## src/rtl/cpu_axi_bridge_pkg.sv

```systemverilog
// rtl/cpu_axi_bridge_pkg.sv - shared encodings, AXI constants and address translation for the CPU AXI bridge
package cpu_axi_bridge_pkg;

    typedef enum logic [1:0] {
        RS_IDLE     = 2'b00,
        RS_BUSY_IF  = 2'b01,
        RS_BUSY_MEM = 2'b10,
        RS_DONE     = 2'b11
    } read_state_e;

    typedef enum logic [1:0] {R_IDLE, R_AR, R_R, R_DONE} rd_fsm_e;
    typedef enum logic [1:0] {W_IDLE, W_ADDR, W_B, W_DONE} wr_fsm_e;
    typedef enum logic {OWN_IF = 1'b0, OWN_MEM = 1'b1} owner_e;

    localparam logic [7:0] AXI_LEN_SINGLE = 8'd0;
    localparam logic [2:0] AXI_SIZE_WORD  = 3'b010;
    localparam logic [1:0] AXI_BURST_INCR = 2'b01;
    localparam logic [3:0] AXI_ID_IF      = 4'd0;
    localparam logic [3:0] AXI_ID_MEM     = 4'd1;

    // kseg0/kseg1 are unmapped windows onto the low 512 MB of physical space
    function automatic logic [31:0] kseg_xlat(input logic [31:0] vaddr);
        if (vaddr[31:29] == 3'b100 || vaddr[31:29] == 3'b101)
            return {3'b000, vaddr[28:0]};
        return vaddr;
    endfunction

endpackage

```

## src/rtl/cpu_axi_write_fsm.sv

```systemverilog
// rtl/cpu_axi_write_fsm.sv - single-beat AXI write channel sequencer for MEM-stage stores
module cpu_axi_write_fsm
    import cpu_axi_bridge_pkg::*;
#(
    parameter int ADDR_W = 32,
    parameter int DATA_W = 32
) (
    input  logic              clk,
    input  logic              rst,
    input  logic              mem_ce,
    input  logic              mem_we,
    input  logic [ADDR_W-1:0] mem_addr,
    input  logic [3:0]        mem_sel,
    input  logic [DATA_W-1:0] mem_wdata,
    input  logic              stall_mem,
    input  logic              flush,
    output logic [ADDR_W-1:0] awaddr,
    output logic              awvalid,
    input  logic              awready,
    output logic [DATA_W-1:0] wdata,
    output logic [3:0]        wstrb,
    output logic              wvalid,
    input  logic              wready,
    input  logic              bvalid,
    output logic              bready,
    output logic              w_idle,
    output logic              w_done
);

    wr_fsm_e           state_q, state_d;
    logic [ADDR_W-1:0] awaddr_q, awaddr_d;
    logic [DATA_W-1:0] wdata_q, wdata_d;
    logic [3:0]        wstrb_q, wstrb_d;
    logic              awvalid_q, awvalid_d;
    logic              wvalid_q, wvalid_d;
    logic              bready_q, bready_d;

    always_comb begin
        state_d   = state_q;
        awaddr_d  = awaddr_q;
        wdata_d   = wdata_q;
        wstrb_d   = wstrb_q;
        awvalid_d = awvalid_q;
        wvalid_d  = wvalid_q;
        bready_d  = bready_q;
        case (state_q)
            W_IDLE: begin
                if (mem_ce && mem_we) begin
                    awaddr_d  = kseg_xlat(mem_addr);
                    wdata_d   = mem_wdata;
                    wstrb_d   = mem_sel;
                    awvalid_d = 1'b1;
                    wvalid_d  = 1'b1;
                    state_d   = W_ADDR;
                end
            end
            W_ADDR: begin
                // AW and W complete independently; wait for both before B
                if (awready) awvalid_d = 1'b0;
                if (wready)  wvalid_d  = 1'b0;
                if (!awvalid_d && !wvalid_d) begin
                    bready_d = 1'b1;
                    state_d  = W_B;
                end
            end
            W_B: begin
                if (bvalid) begin
                    bready_d = 1'b0;
                    state_d  = W_DONE;
                end
            end
            W_DONE: begin
                if (flush || !stall_mem) state_d = W_IDLE;
            end
            default: state_d = W_IDLE;
        endcase
    end

    always_ff @(posedge clk) begin
        if (rst) begin
            state_q   <= W_IDLE;
            awaddr_q  <= '0;
            wdata_q   <= '0;
            wstrb_q   <= '0;
            awvalid_q <= 1'b0;
            wvalid_q  <= 1'b0;
            bready_q  <= 1'b0;
        end else begin
            state_q   <= state_d;
            awaddr_q  <= awaddr_d;
            wdata_q   <= wdata_d;
            wstrb_q   <= wstrb_d;
            awvalid_q <= awvalid_d;
            wvalid_q  <= wvalid_d;
            bready_q  <= bready_d;
        end
    end

    assign awaddr  = awaddr_q;
    assign awvalid = awvalid_q;
    assign wdata   = wdata_q;
    assign wstrb   = wstrb_q;
    assign wvalid  = wvalid_q;
    assign bready  = bready_q;
    assign w_idle  = (state_q == W_IDLE);
    assign w_done  = (state_q == W_DONE);

endmodule

```

## src/rtl/cpu_axi_bridge.sv

```systemverilog
// rtl/cpu_axi_bridge.sv - AXI4 master bridging MIPS32 IF/MEM ports with read arbitration and stall requests
module cpu_axi_bridge
    import cpu_axi_bridge_pkg::*;
#(
    parameter int ADDR_W = 32,
    parameter int DATA_W = 32
) (
    input  logic              clk,
    input  logic              rst,
    input  logic              if_req,
    input  logic [ADDR_W-1:0] if_addr,
    output logic [DATA_W-1:0] if_rdata,
    output logic              stallreq_from_if,
    input  logic              mem_ce,
    input  logic              mem_we,
    input  logic [ADDR_W-1:0] mem_addr,
    input  logic [3:0]        mem_sel,
    input  logic [DATA_W-1:0] mem_wdata,
    output logic [DATA_W-1:0] mem_rdata,
    output logic              stallreq_from_mem,
    output logic [1:0]        axi_read_state,
    input  logic [5:0]        stall,
    input  logic              flush,
    output logic [3:0]        arid,
    output logic [ADDR_W-1:0] araddr,
    output logic [7:0]        arlen,
    output logic [2:0]        arsize,
    output logic [1:0]        arburst,
    output logic              arvalid,
    input  logic              arready,
    input  logic [3:0]        rid,
    input  logic [DATA_W-1:0] rdata,
    input  logic [1:0]        rresp,
    input  logic              rlast,
    input  logic              rvalid,
    output logic              rready,
    output logic [3:0]        awid,
    output logic [ADDR_W-1:0] awaddr,
    output logic [7:0]        awlen,
    output logic [2:0]        awsize,
    output logic [1:0]        awburst,
    output logic              awvalid,
    input  logic              awready,
    output logic [DATA_W-1:0] wdata,
    output logic [3:0]        wstrb,
    output logic              wlast,
    output logic              wvalid,
    input  logic              wready,
    input  logic [1:0]        bresp,
    input  logic              bvalid,
    output logic              bready
);

    rd_fsm_e           state_q, state_d;
    owner_e            owner_q, owner_d;
    logic              discard_q, discard_d;
    logic [ADDR_W-1:0] araddr_q, araddr_d;
    logic              arvalid_q, arvalid_d;
    logic              rready_q, rready_d;
    logic [DATA_W-1:0] if_rdata_q, if_rdata_d;
    logic [DATA_W-1:0] mem_rdata_q, mem_rdata_d;

    logic w_idle, w_done;
    logic owner_stalled;
    logic unused_ok;

    cpu_axi_write_fsm #(.ADDR_W(ADDR_W), .DATA_W(DATA_W)) u_write_fsm (
        .clk       (clk),
        .rst       (rst),
        .mem_ce    (mem_ce),
        .mem_we    (mem_we),
        .mem_addr  (mem_addr),
        .mem_sel   (mem_sel),
        .mem_wdata (mem_wdata),
        .stall_mem (stall[4]),
        .flush     (flush),
        .awaddr    (awaddr),
        .awvalid   (awvalid),
        .awready   (awready),
        .wdata     (wdata),
        .wstrb     (wstrb),
        .wvalid    (wvalid),
        .wready    (wready),
        .bvalid    (bvalid),
        .bready    (bready),
        .w_idle    (w_idle),
        .w_done    (w_done)
    );

    assign owner_stalled = (owner_q == OWN_MEM) ? stall[4] : stall[1];

    always_comb begin
        state_d     = state_q;
        owner_d     = owner_q;
        discard_d   = discard_q;
        araddr_d    = araddr_q;
        arvalid_d   = arvalid_q;
        rready_d    = rready_q;
        if_rdata_d  = if_rdata_q;
        mem_rdata_d = mem_rdata_q;
        case (state_q)
            R_IDLE: begin
                discard_d = 1'b0;
                // loads wait for an in-flight store so they never pass it
                if (mem_ce && !mem_we && w_idle) begin
                    owner_d   = OWN_MEM;
                    araddr_d  = kseg_xlat(mem_addr);
                    arvalid_d = 1'b1;
                    state_d   = R_AR;
                end else if (if_req) begin
                    owner_d   = OWN_IF;
                    araddr_d  = kseg_xlat(if_addr);
                    arvalid_d = 1'b1;
                    state_d   = R_AR;
                end
            end
            R_AR: begin
                if (flush) discard_d = 1'b1;
                if (arready) begin
                    arvalid_d = 1'b0;
                    rready_d  = 1'b1;
                    state_d   = R_R;
                end
            end
            R_R: begin
                if (flush) discard_d = 1'b1;
                if (rvalid && rlast) begin
                    rready_d = 1'b0;
                    if (discard_q || flush) begin
                        discard_d = 1'b0;
                        state_d   = R_IDLE;
                    end else begin
                        if (owner_q == OWN_MEM) mem_rdata_d = rdata;
                        else                    if_rdata_d  = rdata;
                        state_d = R_DONE;
                    end
                end
            end
            R_DONE: begin
                if (flush || !owner_stalled) state_d = R_IDLE;
            end
            default: state_d = R_IDLE;
        endcase
    end

    always_ff @(posedge clk) begin
        if (rst) begin
            state_q     <= R_IDLE;
            owner_q     <= OWN_IF;
            discard_q   <= 1'b0;
            araddr_q    <= '0;
            arvalid_q   <= 1'b0;
            rready_q    <= 1'b0;
            if_rdata_q  <= '0;
            mem_rdata_q <= '0;
        end else begin
            state_q     <= state_d;
            owner_q     <= owner_d;
            discard_q   <= discard_d;
            araddr_q    <= araddr_d;
            arvalid_q   <= arvalid_d;
            rready_q    <= rready_d;
            if_rdata_q  <= if_rdata_d;
            mem_rdata_q <= mem_rdata_d;
        end
    end

    always_comb begin
        axi_read_state = RS_IDLE;
        case (state_q)
            R_AR, R_R: axi_read_state = (owner_q == OWN_MEM) ? RS_BUSY_MEM : RS_BUSY_IF;
            R_DONE:    axi_read_state = RS_DONE;
            default:   axi_read_state = RS_IDLE;
        endcase
    end

    assign stallreq_from_if  = if_req & ~(state_q == R_DONE && owner_q == OWN_IF);
    assign stallreq_from_mem = mem_ce & ~(mem_we ? w_done
                                                 : (state_q == R_DONE && owner_q == OWN_MEM));

    assign if_rdata  = if_rdata_q;
    assign mem_rdata = mem_rdata_q;

    assign arid    = (owner_q == OWN_MEM) ? AXI_ID_MEM : AXI_ID_IF;
    assign araddr  = araddr_q;
    assign arlen   = AXI_LEN_SINGLE;
    assign arsize  = AXI_SIZE_WORD;
    assign arburst = AXI_BURST_INCR;
    assign arvalid = arvalid_q;
    assign rready  = rready_q;

    assign awid    = AXI_ID_MEM;
    assign awlen   = AXI_LEN_SINGLE;
    assign awsize  = AXI_SIZE_WORD;
    assign awburst = AXI_BURST_INCR;
    assign wlast   = 1'b1;

    // response codes are accepted as-is; only PC/ID/EX/WB stall bits are irrelevant here
    assign unused_ok = &{1'b0, rid, rresp, bresp, stall[5], stall[3:2], stall[0]};

endmodule

```

## config.mk

```make
export PLATFORM = sky130hd
export DESIGN_NAME = cpu_axi_bridge
export DESIGN_NICKNAME = d
export VERILOG_FILES = /design/src/rtl/cpu_axi_bridge_pkg.sv /design/src/rtl/cpu_axi_write_fsm.sv /design/src/rtl/cpu_axi_bridge.sv
export SDC_FILE = /design/constraint.sdc
export NUM_CORES = 1
export LEC_CHECK = 0
export BUFFER_PORTS_ARGS = -buffer_cell sky130_fd_sc_hd__buf_2
export CAP_MARGIN = 40
export CORE_AREA = 3 3 143 145
export CTS_CLUSTER_DIAMETER = 40
export DETAILED_ROUTE_END_ITERATION = 10
export DIE_AREA = 0 0 146 148
export PLACE_DENSITY = 0.66
export SLEW_MARGIN = 10
export SYNTH_ARGS = -nofsm -noshare
export SYNTH_HDL_FRONTEND = slang
export SYNTH_SLANG_ARGS = --single-unit
```

## constraint.sdc

```tcl
create_clock -name clk -period 4.7 [get_ports clk]
set_input_delay 0.94 -clock clk [delete_from_list [all_inputs] [get_ports clk]]
set_output_delay 0.94 -clock clk [all_outputs]
set_load 0.005 [all_outputs]
```

==> flow_summary_export.csv, run 1 <==
group,metric,value,unit
clock_network,cts_hold_buf,0,
timing,fin_setup_tns,0,ns
drt,drt_iter0_drc,238,
clock_network,cts_tree,"done",
synth,synth_edf_count,0,
drt,wl,21.6,mm
power,power.leakage,0.00422,uW
clock_network,cts-root-buf,"clkbuf_16",
power,power_density,472,nW/um2
synth,synth_warnings,0,
clock_network,cts.sinks,175,
grt,grt_pass1_vias,6481,
clock_network,cts.path.max_buffers,2,
grt,track_usage,0.193,
grt,grt_overflow_total,0,
flow_run,maxCapViolCount,0,
final_layout,syn_to_final_growth,33.0,%
synth,async_flop_share,0,
floorplanning,io_pins,366,
floorplanning,die_h,148,um
clock_network,postCtsSetupRepairBufs,0,
timing,setup_viol,0,
setup_path,crit_path_start_kind,"flip-flop",
clock_network,cts_resized,0,
drt,via_count,6730,
floorplanning,die-area,21600,um2
final_layout,fin_util,0.478,
grt,grt_pass1_wl,33.8,mm
drt,vias_per_cell,4.63,
drt,ant_nets,0,
grt,grt_max_degree,105,
setup_path,cp.required,3.76,ns
setup_path,cp_max_fo,6,
final_layout,nets,1345,
drt,drc,0,
setup_path,critPathKind,"flip-flop to primary output",
clock_network,cts_made_buffers,17,
synth,synth_seq_area_share,0.504,
floorplanning,rows,51,
setup_path,crit_path_end_kind,"primary output",
floorplanning,fp.dieW,146,um
timing,max_freq,382,MHz
synth,ys.flop_type,"dfxtp_1",
setup_path,critPathArrivalTime,1.68,ns
clock_network,htreeDepth,4,
clock_network,cts.clk_slew.worst_paths,0.07,ns
synth,yosysUniqueCellTypes,37,
placed_design,portBuffers,319,
timing,rsz0062_at_grt,"false",
timing,period_share,0.557,
floorplanning,coreArea,19300,um2
synth,synthesis.instances,893,
power,ir_worst_vdd,0.228,mV
clock_network,clkLatencyLatePin,0.42,ns
grt,antenna_found_initial,0,
run_status,status,"finished clean",
timing,finalHoldViolations,0,
timing,slew_violations,0,
floorplanning,initial_utilization,0.360,
drt,wl_per_cell,14.9,um
synth,yosys_register_bits,175,
drt,first_pass_iters,4,
hold_path,hold_class,"flip-flop to flip-flop",
final_layout,drive_above_1_share,0.312,
synth,synthTopCellsByArea,"dfxtp_1 50%, nand2_1 18%, a21oi_1 10%",
timing,worstMarginPinSlew,0.808,ns
synth,netlist_area,6950,um2
timing,clock_skew,0.00987,ns
synth,synth.top_cell.area_share,0.504,
placed_design,dp_hpwl,15.2,mm
placed_design,gp_congestion,0.774,
synth,yosys.area.top_type,"dfxtp_1",
timing,period_minus_slack,2.62,ns
timing,relSlewSlack,0.461,
synth,synth.most_common_cell,"nand2_1",
synth,synth_area_per_cell,7.78,um2
synth,netlist_top_cells_count,"332 x nand2_1, 175 x dfxtp_1, 143 x a21oi_1",
final_layout,antenna_cells,0,
-- state kept, by name, indices dropped and copies added, names as in the netlist, 2 cells and up --
| name | cells |
|---|---|
| state_q | 2 |
| u_write_fsm.wdata | 32 |
| if_rdata | 32 |
| araddr | 32 |
| u_write_fsm.wstrb | 4 |
| u_write_fsm.state_q | 2 |
| u_write_fsm.awaddr | 32 |
| mem_rdata | 32 |
-- power by group --
part	switching, uW	internal [uW]	total [uW]
registers	118	1690	1810
clock network	662	777	1440
logic	668	453	1120
total	1450	2920	4370
-- final cells by class --
cell class	count	area [um2]
clock inverter	14	174
multi-input combinational	643	3040
sequential	175	3500
fill	2018	10100
timing repair buffer	331	1720
tap	265	332
inverter	9	33.8
clock buffer	18	439
-- cells in the final DEF, fill, tap and decap left out, types with 2 or more instances in the layout --
cell type	synthesis	routed
inv_6	0	2
o2bb2ai_1	2	2
o21ai_0	4	4
ha_1	10	10
nand2_1	332	332
dfxtp_1	175	175
inv_1	8	8
a211oi_1	2	2
a311oi_1	34	34
nand2b_1	6	6
clkinv_8	0	3
a21boi_0	2	2
nand3b_1	2	2
nor3_1	2	2
nand3_1	9	8
and2_1	3	3
buf_2	13	318
nor2_1	40	40
nor4_4	0	2
or4_1	2	2
clkinv_4	0	5
conb_1	2	34
inv_8	0	3
buf_4	38	11
a21oi_1	143	143
clkbuf_16	0	17
-- metal layers --
layer | up-vias | GRT usage | part of all wire
met3 | 14 | 0.0644 | 0.085
met4 | 0 | 0.0494 | 0.010
met2 | 259 | 0.325 | 0.47
li1 | 3441 | - | -
met1 | 3016 | 0.238 | 0.43
met5 | - | 0 | 0
-- path summary, 6_finish.rpt --
check	start	endpoint	slack, ns	depth (start not counted)
max	state_q[0]	stallreq_from_mem	2.08	4
min	if_rdata[4]	if_rdata[4]	0.45	2
max reg2reg	u_write_fsm.state_q[0]	arvalid	2.32	7
min reg2reg	if_rdata[4]	if_rdata[4]	0.45	2
-- critical path, stage by stage, from the launching register on --
cell and delay [ns]:
dfxtp_1 0.42, ha_1 0.29, inv_1 0.09, o311a_1 0.35, buf_2 0.13
-- metrics by stage --
stage | area, um2 | setup WS, ns | instances | hold slack [ns] | total power, uW
global placement | 8610 | 1.89 | 1422 | 0.438 | 2950
detailed placement | 8630 | 1.94 | 1423 | 0.443 | 2970
floorplan | 7070 | 2.53 | 925 | 0.453 | 2530
global route | 9250 | 1.95 | 1455 | 0.468 | 4650
CTS | 9250 | 2.04 | 1455 | 0.453 | 4430
finish | 9250 | 2.08 | 1455 | 0.450 | 4370
-- cells by family after synthesis --
logic type	Yosys count	share of synthesized area
other	2	0.00108
buffers and inverters	107	0.0806
adder cells (fa/ha/maj)	10	0.0180
flip-flops	175	0.504
multiplexers	2	0.00306
AND/OR/NAND/NOR	403	0.230
AO/OA/AOI/OAI	194	0.164
No activity file was read; power rests on OpenSTA's default activity.
==> run 2: changes to the inputs <==
PLACE_DENSITY = 0.68   (was 0.66)
clock period = 2.25 ns   (was 4.7 ns; I/O delays follow)
==> run 2 against run 1 <==
Effect of this change: register-to-register slack worse by 2.1 ns; design area increased by 1.6%; wire length fell by 1.2%; combinational power grew 120%; largest cell class unchanged.
==> flow_summary_export.csv, run 2 (same netlist as run 1, synthesis figures left out) <==
group,metric,value,unit
run_status,status,"finished clean",
timing,finalHoldViolations,0,
clock_network,cts_tree,"done",
placed_design,pre_cts_ws,0.276,ns
timing,fin_setup_tns,0,ns
power,power.leakage,0.00429,uW
setup_path,critPathArrivalTime,1.67,ns
timing,rsz0062_at_grt,"false",
floorplanning,rows,51,
grt,grt_max_degree,67,
hold_path,hold_class,"input pin to flip-flop",
final_layout,syn_to_final_growth,35.2,%
grt,grt_overflow_total,0,
drt,ant_nets,0,
drt,drt_iter0_drc,261,
timing,relSlewSlack,0.590,
timing,period_share,0.943,
floorplanning,io_pins,366,
floorplanning,fp.dieW,146,um
drt,vias_per_cell,4.69,
drt,wl,21.3,mm
setup_path,crit_path_start_kind,"flip-flop",
setup_path,reg2reg_depth,7,
clock_network,cts-root-buf,"clkbuf_16",
floorplanning,die-area,21600,um2
timing,setup_viol,0,
final_layout,final_cell_mix,"332 x nand2_1, 318 x buf_2, 175 x dfxtp_1",
hold_path,min_path_cells,2,
grt,antenna_found_initial,0,
grt,track_usage,0.188,
drt,first_pass_iters,4,
final_layout,num-fill-cells,1982,
grt,grt_pass1_wl,33.1,mm
power,power_density,988,nW/um2
timing,slew_violations,0,
final_layout,drive_above_1_share,0.317,
setup_path,cp_max_fo,6,
timing,fin_ws,0.127,ns
flow_run,maxCapViolCount,0,
drt,wl_per_cell,14.6,um
clock_network,htreeDepth,4,
floorplanning,coreArea,19300,um2
timing,worstMarginPinSlew,0.609,ns
setup_path,critPathKind,"flip-flop to primary output",
placed_design,portBuffers,319,
drt,drc,0,
clock_network,cts.path.max_buffers,2,
grt,grt_pass1_vias,6406,
final_layout,nets,1355,
placed_design,dp_hpwl,15.3,mm
setup_path,cp.required,1.80,ns
timing,period_minus_slack,2.12,ns
drt,via_count,6872,
timing,max_freq,471,MHz
placed_design,gp_congestion,0.766,
setup_path,crit_path_end_kind,"primary output",
floorplanning,initial_utilization,0.360,
clock_network,cts_resized,0,
floorplanning,die_h,148,um
clock_network,cts.clk_slew.worst_paths,0.07,ns
clock_network,cts_hold_buf,0,
power,ir_worst_vdd,0.487,mV
final_layout,antenna_cells,0,
final_layout,layout_commonest_cell,"nand2_1",
clock_network,cts_made_buffers,17,
clock_network,clkLatencyLatePin,0.41,ns
clock_network,cts.sinks,175,
timing,clock_skew,0.0103,ns
clock_network,postCtsSetupRepairBufs,0,
run 2: metal layers:
layer  routed length, um  vias to the layer above  GRT usage
met5                   0                        -          0
li1                    -                     3455          -
met3                1910                       18     0.0616
met2               10000                      268      0.317
met4                 317                        0     0.0555
met1                9090                     3131      0.232
run 2: cell type report:
type                    count  area (um2)  area share
clock buffers              18         429      0.0457
flip-flops and latches    175        3500       0.373
repair buffers            341        1860       0.198
clock inverters            14         190      0.0202
well taps                 265         332      0.0353
multi-input cells         643        3040       0.324
inverters                   9        33.8     0.00360
run 2: final timing paths:
| check | end | slack, ns | startpoint |
|---|---|---|---|
| worst max-delay path | stallreq_from_mem | 0.13 | state_q[0] |
| worst min-delay path | arvalid | 0.25 | arready |
| worst max register to register | araddr[23] | 0.25 | u_write_fsm.state_q[0] |
| worst min register to register | if_rdata[31] | 0.45 | if_rdata[31] |
run 2: worst max-delay path: stages (launching register included):
cell and delay, ns:
dfxtp_1 0.41, ha_1 0.28, inv_1 0.09, o311a_1 0.35
buf_2 0.13
run 2: through the flow:
step	util	total power (uW)	cell area [um2]	hold slack (ns)	instances
finish	0.486	9280	9400	0.249	1465
global route	0.486	9870	9400	0.222	1465
CTS	0.486	9430	9400	0.214	1465
detailed placement	0.454	6300	8780	0.441	1433
global placement	0.454	6250	8780	0.437	1433
floorplan	-	5290	7070	0.453	925
run 2: report_power, final:
part	internal [uW]	switching [uW]
sequential	3530	248
combinational	1010	1410
clock	1710	1380
